`src/rtl/ring_addr_gen.sv`:
```
`default_nettype none
// +----------------------------------------------------------------------------+
// | Module      : ring_addr_gen                                                |
// | Description : Circular-buffer address generator for an external RAM of any |
// |               depth (power of two or not). FIFO mode tracks occupancy with |
// |               full/empty flags; delay-line mode makes the read address     |
// |               trail the write address by a programmable, clamped offset.   |
// | Ports       : clk, rst_n (async, active low), clr (sync clear), mode       |
// |               (0 FIFO / 1 delay line), delay, wr_en, rd_en in;             |
// |               wr_addr, rd_addr, count, full, empty, dly_valid, wr_wrap,    |
// |               rd_wrap, ovf, udf out. Every output is a register.           |
// | Revision    : 1.0 - initial release                                        |
// +----------------------------------------------------------------------------+
module ring_addr_gen #(
  parameter  int DEPTH = 48,
  localparam int AW    = $clog2(DEPTH)
) (
  input  logic          clk,
  input  logic          rst_n,
  input  logic          clr,
  input  logic          mode,
  input  logic [AW-1:0] delay,
  input  logic          wr_en,
  input  logic          rd_en,
  output logic [AW-1:0] wr_addr,
  output logic [AW-1:0] rd_addr,
  output logic [AW:0]   count,
  output logic          full,
  output logic          empty,
  output logic          dly_valid,
  output logic          wr_wrap,
  output logic          rd_wrap,
  output logic          ovf,
  output logic          udf
);

  localparam logic [AW-1:0] c_LAST     = AW'(DEPTH - 1);
  // DEPTH folded into AW bits (0 for power-of-two depths); the wrapped
  // subtraction below only needs it modulo 2^AW since the result is < DEPTH.
  localparam logic [AW-1:0] c_DEPTH_LO = AW'(DEPTH);
  localparam logic [AW:0]   c_DEPTH    = (AW+1)'(DEPTH);
  localparam logic [AW:0]   c_ONE      = (AW+1)'(1);

  logic [AW-1:0] r_wr_ptr;
  logic [AW-1:0] r_rd_ptr;
  logic [AW:0]   r_cnt;
  logic          r_full;
  logic          r_empty;
  logic          r_dly_valid;
  logic          r_wr_wrap;
  logic          r_rd_wrap;
  logic          r_ovf;
  logic          r_udf;
  logic          r_mode;

  logic [AW-1:0] w_d;
  logic [AW:0]   w_d_x;
  logic          w_mode_chg;
  logic          w_wr_acc;
  logic          w_rd_acc;
  logic [AW-1:0] w_wr_nxt;
  logic [AW-1:0] w_rd_nxt;
  logic [AW:0]   w_cnt_nxt;
  logic          w_full_nxt;
  logic          w_empty_nxt;
  logic          w_dv_nxt;
  logic          w_wwrap_nxt;
  logic          w_rwrap_nxt;
  logic          w_ovf_nxt;
  logic          w_udf_nxt;

  function automatic logic [AW-1:0] f_inc(input logic [AW-1:0] p);
    return (p == c_LAST) ? '0 : p + 1'b1;
  endfunction

  // Offsets at or beyond the ring size clamp to the largest usable delay.
  assign w_d        = ({1'b0, delay} >= c_DEPTH) ? c_LAST : delay;
  assign w_d_x      = {1'b0, w_d};
  assign w_mode_chg = mode ^ r_mode;
  assign w_wr_acc   = wr_en & ~r_full;
  assign w_rd_acc   = rd_en & ~r_empty;

  always_comb begin
    w_wr_nxt    = r_wr_ptr;
    w_rd_nxt    = r_rd_ptr;
    w_cnt_nxt   = r_cnt;
    w_full_nxt  = 1'b0;
    w_empty_nxt = 1'b0;
    w_dv_nxt    = 1'b0;
    w_wwrap_nxt = 1'b0;
    w_rwrap_nxt = 1'b0;
    w_ovf_nxt   = 1'b0;
    w_udf_nxt   = 1'b0;
    if (!r_mode) begin
      if (w_wr_acc) begin
        w_wr_nxt    = f_inc(r_wr_ptr);
        w_wwrap_nxt = (r_wr_ptr == c_LAST);
      end
      if (w_rd_acc) begin
        w_rd_nxt    = f_inc(r_rd_ptr);
        w_rwrap_nxt = (r_rd_ptr == c_LAST);
      end
      if (w_wr_acc && !w_rd_acc) begin
        w_cnt_nxt = r_cnt + c_ONE;
      end else if (w_rd_acc && !w_wr_acc) begin
        w_cnt_nxt = r_cnt - c_ONE;
      end
      w_full_nxt  = (w_cnt_nxt == c_DEPTH);
      w_empty_nxt = (w_cnt_nxt == '0);
      w_ovf_nxt   = wr_en & r_full;
      w_udf_nxt   = rd_en & r_empty;
    end else begin
      if (wr_en) begin
        w_wr_nxt    = f_inc(r_wr_ptr);
        w_wwrap_nxt = (r_wr_ptr == c_LAST);
      end
      // Read address trails the upcoming write address by d, wrapping below 0.
      w_rd_nxt    = (w_wr_nxt >= w_d) ? (w_wr_nxt - w_d)
                                      : (w_wr_nxt + c_DEPTH_LO - w_d);
      w_rwrap_nxt = (r_rd_ptr == c_LAST) && (w_rd_nxt == '0);
      // Clamp first so a shrinking delay pulls the count straight down to d.
      if (r_cnt >= w_d_x) begin
        w_cnt_nxt = w_d_x;
      end else if (wr_en) begin
        w_cnt_nxt = r_cnt + c_ONE;
      end
      w_dv_nxt = (w_cnt_nxt >= w_d_x);
    end
  end

  always_ff @(posedge clk or negedge rst_n) begin
    if (!rst_n) begin
      r_wr_ptr    <= '0;
      r_rd_ptr    <= '0;
      r_cnt       <= '0;
      r_full      <= 1'b0;
      r_empty     <= 1'b1;
      r_dly_valid <= 1'b0;
      r_wr_wrap   <= 1'b0;
      r_rd_wrap   <= 1'b0;
      r_ovf       <= 1'b0;
      r_udf       <= 1'b0;
      r_mode      <= 1'b0;
    end else if (clr || w_mode_chg) begin
      // The access presented alongside a clear is dropped.
      r_wr_ptr    <= '0;
      r_rd_ptr    <= '0;
      r_cnt       <= '0;
      r_full      <= 1'b0;
      r_empty     <= ~mode;
      r_dly_valid <= 1'b0;
      r_wr_wrap   <= 1'b0;
      r_rd_wrap   <= 1'b0;
      r_ovf       <= 1'b0;
      r_udf       <= 1'b0;
      r_mode      <= mode;
    end else begin
      r_wr_ptr    <= w_wr_nxt;
      r_rd_ptr    <= w_rd_nxt;
      r_cnt       <= w_cnt_nxt;
      r_full      <= w_full_nxt;
      r_empty     <= w_empty_nxt;
      r_dly_valid <= w_dv_nxt;
      r_wr_wrap   <= w_wwrap_nxt;
      r_rd_wrap   <= w_rwrap_nxt;
      r_ovf       <= w_ovf_nxt;
      r_udf       <= w_udf_nxt;
    end
  end

  assign wr_addr   = r_wr_ptr;
  assign rd_addr   = r_rd_ptr;
  assign count     = r_cnt;
  assign full      = r_full;
  assign empty     = r_empty;
  assign dly_valid = r_dly_valid;
  assign wr_wrap   = r_wr_wrap;
  assign rd_wrap   = r_rd_wrap;
  assign ovf       = r_ovf;
  assign udf       = r_udf;

endmodule
`default_nettype wire

```
`config.mk`:
```
export PLATFORM = sky130hd
export DESIGN_NAME = ring_addr_gen
export DESIGN_NICKNAME = d
export VERILOG_FILES = /design/src/rtl/ring_addr_gen.sv
export SDC_FILE = /design/constraint.sdc
export NUM_CORES = 1
export LEC_CHECK = 0
export ABC_AREA = 1
export BUFFER_PORTS_ARGS = -buffer_cell sky130_fd_sc_hd__buf_2
export CAP_MARGIN = 10
export CORE_MARGIN = 1.5
export CORE_UTILIZATION = 25
export DETAILED_ROUTE_END_ITERATION = 10
export PLACE_DENSITY_LB_ADDON = 0.12
export RECOVER_POWER = 100
export SYNTH_ARGS = -nofsm -noshare
export SYNTH_HDL_FRONTEND = slang
export SYNTH_SLANG_ARGS = --single-unit
```
`constraint.sdc`:
```
create_clock -name clk -period 8.4 [get_ports clk]
set_input_delay 1.68 -clock clk [delete_from_list [all_inputs] [get_ports clk]]
set_output_delay 1.68 -clock clk [all_outputs]
set_load 0.01 [all_outputs]
```
==> results.json, run 1 <==
{
  "period_needed_ps": 4740,
  "critPathTopFamily": "buffers and inverters",
  "drive_gt1_share_pct": 8.81,
  "drc": 0,
  "relSlewSlack_pct": -6.10,
  "synth_ff_type": "dfrtp_1",
  "timing.final.crit_share_pct": 56.4,
  "rsz0062_at_grt": "false",
  "yosysUniqueCellTypes": 48,
  "clockRootBuffer": "clkbuf_16",
  "coreArea_mm2": 0.0109,
  "drtAntennaViolNets": 0,
  "place_area_mm2": 0.00315,
  "cp_slowest_cell": "clkbuf_1",
  "start_kind": "input pin",
  "slew_viol_final": 28,
  "clk_pin_slew_worst_paths_ps": 70,
  "syn_area_mm2": 0.00282,
  "ys_seq_area_share_pct": 24.0,
  "final_util_pct": 28.8,
  "path_common_cell": "nand2_1",
  "cts_setup_buffers": 0,
  "crit_fanout": 19,
  "clock_skew_ps": 3.76,
  "overflow": 0,
  "syn_area_per_cell_um2": 7.35,
  "cp-end-kind": "flip-flop",
  "syn-num-nets": 426,
  "crit_required_ps": 8540,
  "drt-initial-drc-count": 95,
  "async_flop_share_pct": 100,
  "setup_slack_ps": 3660,
  "total_power_uw": 424,
  "path_cells": "clkbuf_1 > inv_1 > nand2_1 > nand2_1 > ha_1 > fa_1 > nand3_1 > nand2_1 > xor2_1 > nand4_1 > nand2_1 > nor2_1 > nand3_1 > a21oi_1",
  "fmax_mhz": 211,
  "die_h_um": 109,
  "hold_buffers": 0,
  "worst_pin_slew_ps": 1590,
  "run_status": "finished, violations left",
  "place.gp.congestion": 0.851,
  "grt_pass1_vias": 2584,
  "p_per_area_mw_per_mm2": 135,
  "hold_violations": 0,
  "h-tree-depth": 1,
  "avgViaCountPerCell": 4.69,
  "critPathKind": "input pin to flip-flop",
  "grt_max_degree": 28,
  "cts_sinks": 27,
  "setup_violations": 0,
  "placementRows": 38,
  "ys_seq_elements": 27,
  "post-place-ws_ps": 3820,
  "violations": "capacitance limit, slew limit",
  "grt_antenna_before_repair": 0,
  "die_w_um": 109,
  "dieArea_mm2": 0.0119,
  "grtUsageTotal_pct": 14.7,
  "worstPathArrival_ps": 4880,
  "maxCapViolations": 1,
  "antenna_cells": 0,
  "critPathMaxStageDelay_ps": 680,
  "yosysWarnings": 0,
  "grt_first_pass_wirelength_mm": 13.4,
  "port_buffers": 37,
  "dp_hpwl_mm": 6.54,
  "via_count": 2628,
  "finalSetupTns_ps": 0,
  "ir_drop_mv": 0.0754,
  "clock_latency_ps": 270,
  "p_leak_nw": 1.55,
  "hold_path_class": "flip-flop to flip-flop",
  "ios": 38,
  "wl_per_cell_um": 14.3,
  "clock_path_buffers": 2,
  "routed_wl_mm": 7.99,
  "area_growth_pct": 11.7,
  "synth_edf_count": 0,
  "fin_nets": 464,
  "start_util_pct": 25.8,
  "cts_buffers": 3,
  "drtPass1Iterations": 6,
  "ctsResizeCount": 0,
  "critPathBufInv": 2,
  "design_area_mm2": 0.00315,
  "synthCells": 383,
  "cts_tree": "built"
}
## area by class of cell
cell class	instances	area, um^2
Tap cell	140	175
Sequential cell	27	677
Inverter	61	233
Multi-Input combinational cell	290	1820
Timing Repair Buffer	38	156
Clock buffer	3	75.1
Fill cell	1241	7790
Clock inverter	1	7.51
## synthesized netlist by cell type, types with 3 or more instances
| cell | instances | area (um^2) |
|---|---|---|
| a21oi_1 | 20 | 100 |
| a31oi_1 | 3 | 18.8 |
| dfrtp_1 | 26 | 651 |
| fa_1 | 5 | 100 |
| ha_1 | 26 | 325 |
| inv_1 | 53 | 199 |
| inv_2 | 6 | 22.5 |
| nand2_1 | 77 | 289 |
| nand2_2 | 5 | 31.3 |
| nand2_4 | 4 | 45.0 |
| nand3_1 | 18 | 90.1 |
| nand4_1 | 10 | 62.6 |
| nor2_1 | 29 | 109 |
| nor2_4 | 3 | 33.8 |
| nor3_1 | 4 | 20.0 |
| o211ai_1 | 4 | 30.0 |
| o21a_1 | 3 | 22.5 |
| o21ai_0 | 28 | 140 |
| o21ai_1 | 6 | 30.0 |
| o22ai_1 | 5 | 31.3 |
| xor2_1 | 12 | 105 |
## kinds of logic (layout without fill, tap and decap cells)
group / count (synthesis) / in the layout / share of synthesized area [%]
multiplexers: 2 / 2 / 0.711
AND/OR/NAND/NOR: 163 / 163 / 29.2
buffers and inverters: 66 / 103 / 9.55
adder cells (fa/ha/maj): 31 / 31 / 15.1
XOR/XNOR: 14 / 14 / 4.35
AO/OA/AOI/OAI: 80 / 80 / 17.0
flip-flops: 27 / 27 / 24.0
## per-layer routing
metal | vias to the layer above | part of all wire (%) | track usage [%]
met5 | - | 0 | 0
met4 | 0 | 0.96 | 3.38
met3 | 4 | 4.1 | 1.08
met2 | 47 | 44 | 22.7
met1 | 1234 | 51 | 21.9
li1 | 1343 | - | -
## path summary, 6_finish.rpt
| check | from | end | slack (ps) | depth (start not counted) |
|---|---|---|---|---|
| worst min register to register | full$_DFF_PN0_ | wr_wrap$_DFF_PN0_ | 540 | 1 |
| worst max register to register | r_mode$_DFFE_PN0N_ | rd_addr[0]$_DFFE_PN0P_ | 4830 | 8 |
| max in group asynchronous | rst_n | dly_valid$_DFF_PN0_ | 5680 | 1 |
| min in group asynchronous | rst_n | wr_addr[4]$_DFFE_PN0P_ | 1800 | 1 |
| worst min-delay path | full$_DFF_PN0_ | wr_wrap$_DFF_PN0_ | 540 | 1 |
| worst max-delay path | wr_en | rd_wrap$_DFF_PN0_ | 3660 | 14 |
## placed cells by master (no fill, tap or decap), types with 2 or more instances in the layout
| cell type | synthesis | routed |
|---|---|---|
| nand2_1 | 77 | 79 |
| inv_1 | 53 | 55 |
| nor2_1 | 29 | 32 |
| o21ai_0 | 28 | 30 |
| clkbuf_1 | 2 | 29 |
| ha_1 | 26 | 26 |
| dfrtp_1 | 26 | 26 |
| a21oi_1 | 20 | 20 |
| nand3_1 | 18 | 19 |
| xor2_1 | 12 | 12 |
| nand4_1 | 10 | 10 |
| buf_2 | 1 | 8 |
| o21ai_1 | 6 | 5 |
| o22ai_1 | 5 | 5 |
| fa_1 | 5 | 5 |
| inv_2 | 6 | 4 |
| o211ai_1 | 4 | 4 |
| nor3_1 | 4 | 4 |
| nand2_4 | 4 | 4 |
| nand2_2 | 5 | 3 |
| o21a_1 | 3 | 3 |
| a31oi_1 | 3 | 3 |
| clkbuf_16 | 0 | 3 |
| mux2i_1 | 2 | 2 |
| nor2_4 | 3 | 2 |
| xnor2_1 | 2 | 2 |
| a22oi_1 | 2 | 2 |
## metrics by stage
step / hold slack (ps) / cells
2_1_floorplan: 533 / 383
3_3_place_gp: 525 / 556
3_5_place_dp: 532 / 556
4_1_cts: 543 / 560
5_1_grt: 597 / 560
6_report: 536 / 560
## power breakdown
part | total, mW | internal, mW | switching, mW
sequential | 0.152 | 0.138 | 0.0137
combinational | 0.156 | 0.0561 | 0.100
clock | 0.116 | 0.0650 | 0.0509
## sequential cells by signal, indices dropped and copies added (netlist names)
signal	flops
count	7
rd_addr	6
wr_addr	6
dly_valid	1
empty	1
full	1
ovf	1
r_mode	1
rd_wrap	1
udf	1
wr_wrap	1
(Power assumes the default switching activity.)
==> run 2: changes to the inputs <==
- clock period: 8.4 -> 4.85 ns (I/O delays scaled with it)
==> run 2 against run 1 <==
The run still ends with capacitance limit, slew limit left. Clock power is 77% higher. Combinational power rose by 74%. Sequential cell count did not move. Sequential power up 72%. Setup slack got worse by 2700 ps. Largest cell class unchanged. Largest power group unchanged.
==> results.json, run 2 (synthesis results as in run 1) <==
{
  "antenna_cells": 0,
  "cts_buffers": 3,
  "overflow": 0,
  "rsz0062_at_grt": "false",
  "clock_skew_ps": 3.36,
  "coreArea_mm2": 0.0109,
  "dieArea_mm2": 0.0119,
  "setup_slack_ps": 923,
  "setup_violations": 0,
  "cts_sinks": 27,
  "largest_reg_flops": 7,
  "port_buffers": 37,
  "clk_pin_slew_worst_paths_ps": 80,
  "h-tree-depth": 1,
  "hold_path_class": "flip-flop to flip-flop",
  "dp_cells": 559,
  "layout_commonest_cell": "nand2_1",
  "drtAntennaViolNets": 0,
  "fin_cells": 563,
  "clock_path_buffers": 2,
  "routed_wl_mm": 8.19,
  "relSlewSlack_pct": -8.95,
  "design_area_mm2": 0.00315,
  "p_per_area_mw_per_mm2": 234,
  "fin_nets": 467,
  "hold_buffers": 0,
  "drive_gt1_share_pct": 9.22,
  "cts_setup_buffers": 0,
  "clock_latency_ps": 270,
  "grtUsageTotal_pct": 14.7,
  "slew_viol_final": 28,
  "die_h_um": 109,
  "finalSetupTns_ps": 0,
  "clockRootBuffer": "clkbuf_16",
  "ir_drop_mv": 0.120,
  "period_needed_ps": 3930,
  "crit_required_ps": 5040,
  "die_w_um": 109,
  "start_kind": "input pin",
  "hold_violations": 0,
  "violations": "capacitance limit, slew limit",
  "ios": 38,
  "ctsResizeCount": 0,
  "via_count": 2625,
  "crit_fanout": 19,
  "place_area_mm2": 0.00317,
  "drc": 0,
  "grt_max_degree": 28,
  "avgViaCountPerCell": 4.66,
  "cp-end-kind": "flip-flop",
  "grt_pass1_vias": 2517,
  "critPathKind": "input pin to flip-flop",
  "post-place-ws_ps": 954,
  "dp_hpwl_mm": 6.52,
  "wl_per_cell_um": 14.5,
  "worst_pin_slew_ps": 1630,
  "maxCapViolations": 1,
  "place.gp.congestion": 0.848,
  "p_leak_nw": 1.56,
  "start_util_pct": 25.8,
  "area_growth_pct": 11.9,
  "cts_tree": "built",
  "grt_antenna_before_repair": 0,
  "run_status": "finished, violations left",
  "final_cell_mix": "80 x nand2_1, 54 x inv_1, 32 x nor2_1",
  "worstPathArrival_ps": 4110,
  "total_power_uw": 739,
  "drtPass1Iterations": 5,
  "placementRows": 38,
  "grt_first_pass_wirelength_mm": 13.4,
  "drt-initial-drc-count": 146,
  "fmax_mhz": 255,
  "timing.final.crit_share_pct": 81.0
}
-- run 2: changes by cell type in the layout (fill, tap and decap cells not counted), sizes merged --
cell | before | now
buf | 9 | 12
-- run 2: through the flow --
stage | hold slack (ps) | utilization (%)
floorplan | 533 | -
global placement | 524 | 29.0
detailed placement | 526 | 29.0
CTS | 537 | 29.8
global route | 566 | 28.8
finish | 533 | 28.8
-- run 2: area by class of cell --
cell class / count / area [um^2]
clock buffer: 3 / 75.1
tap: 140 / 175
fill: 1255 / 7780
inverter: 61 / 233
timing repair buffer: 41 / 179
clock inverter: 1 / 7.51
multi-input combinational: 290 / 1810
sequential: 27 / 677
-- run 2: report_power, final --
part	switching (mW)	leakage, nW	internal, mW	total [mW]
Clock	0.0923	0.0371	0.113	0.205
Sequential	0.0234	0.362	0.239	0.262
Combinational	0.173	1.16	0.0979	0.271
-- run 2: final timing paths --
| path | start | slack, ps | endpoint | cells after the start |
|---|---|---|---|---|
| worst max-delay path | wr_en | 920 | rd_wrap$_DFF_PN0_ | 14 |
| worst min-delay path | full$_DFF_PN0_ | 530 | wr_wrap$_DFF_PN0_ | 1 |
| worst max register to register | wr_addr[0]$_DFFE_PN0P_ | 1440 | rd_wrap$_DFF_PN0_ | 20 |
| worst min register to register | full$_DFF_PN0_ | 530 | wr_wrap$_DFF_PN0_ | 1 |
| max in group asynchronous | rst_n | 2800 | dly_valid$_DFF_PN0_ | 1 |
| min in group asynchronous | rst_n | 1110 | wr_addr[4]$_DFFE_PN0P_ | 1 |
-- run 2: critical path: stages --
cell      delay [ps]
clkbuf_1         740
inv_2            290
nand2_1          130
nand2_1          130
ha_1             380
ha_1             250
fa_1             420
nand3_1          100
nand2_1           70
xor2_1           140
nand4_1          140
nand2_1           90
nand3_1          100
a21oi_1          160
-- run 2: layer usage --
layer / part of all wire (%) / up-vias / track usage [%]
met3: 4.1 / 6 / 2.03
met2: 44 / 51 / 22.6
met5: 0 / - / 0
met1: 51 / 1215 / 21.3
met4: 1.1 / 0 / 3.76
li1: - / 1353 / -
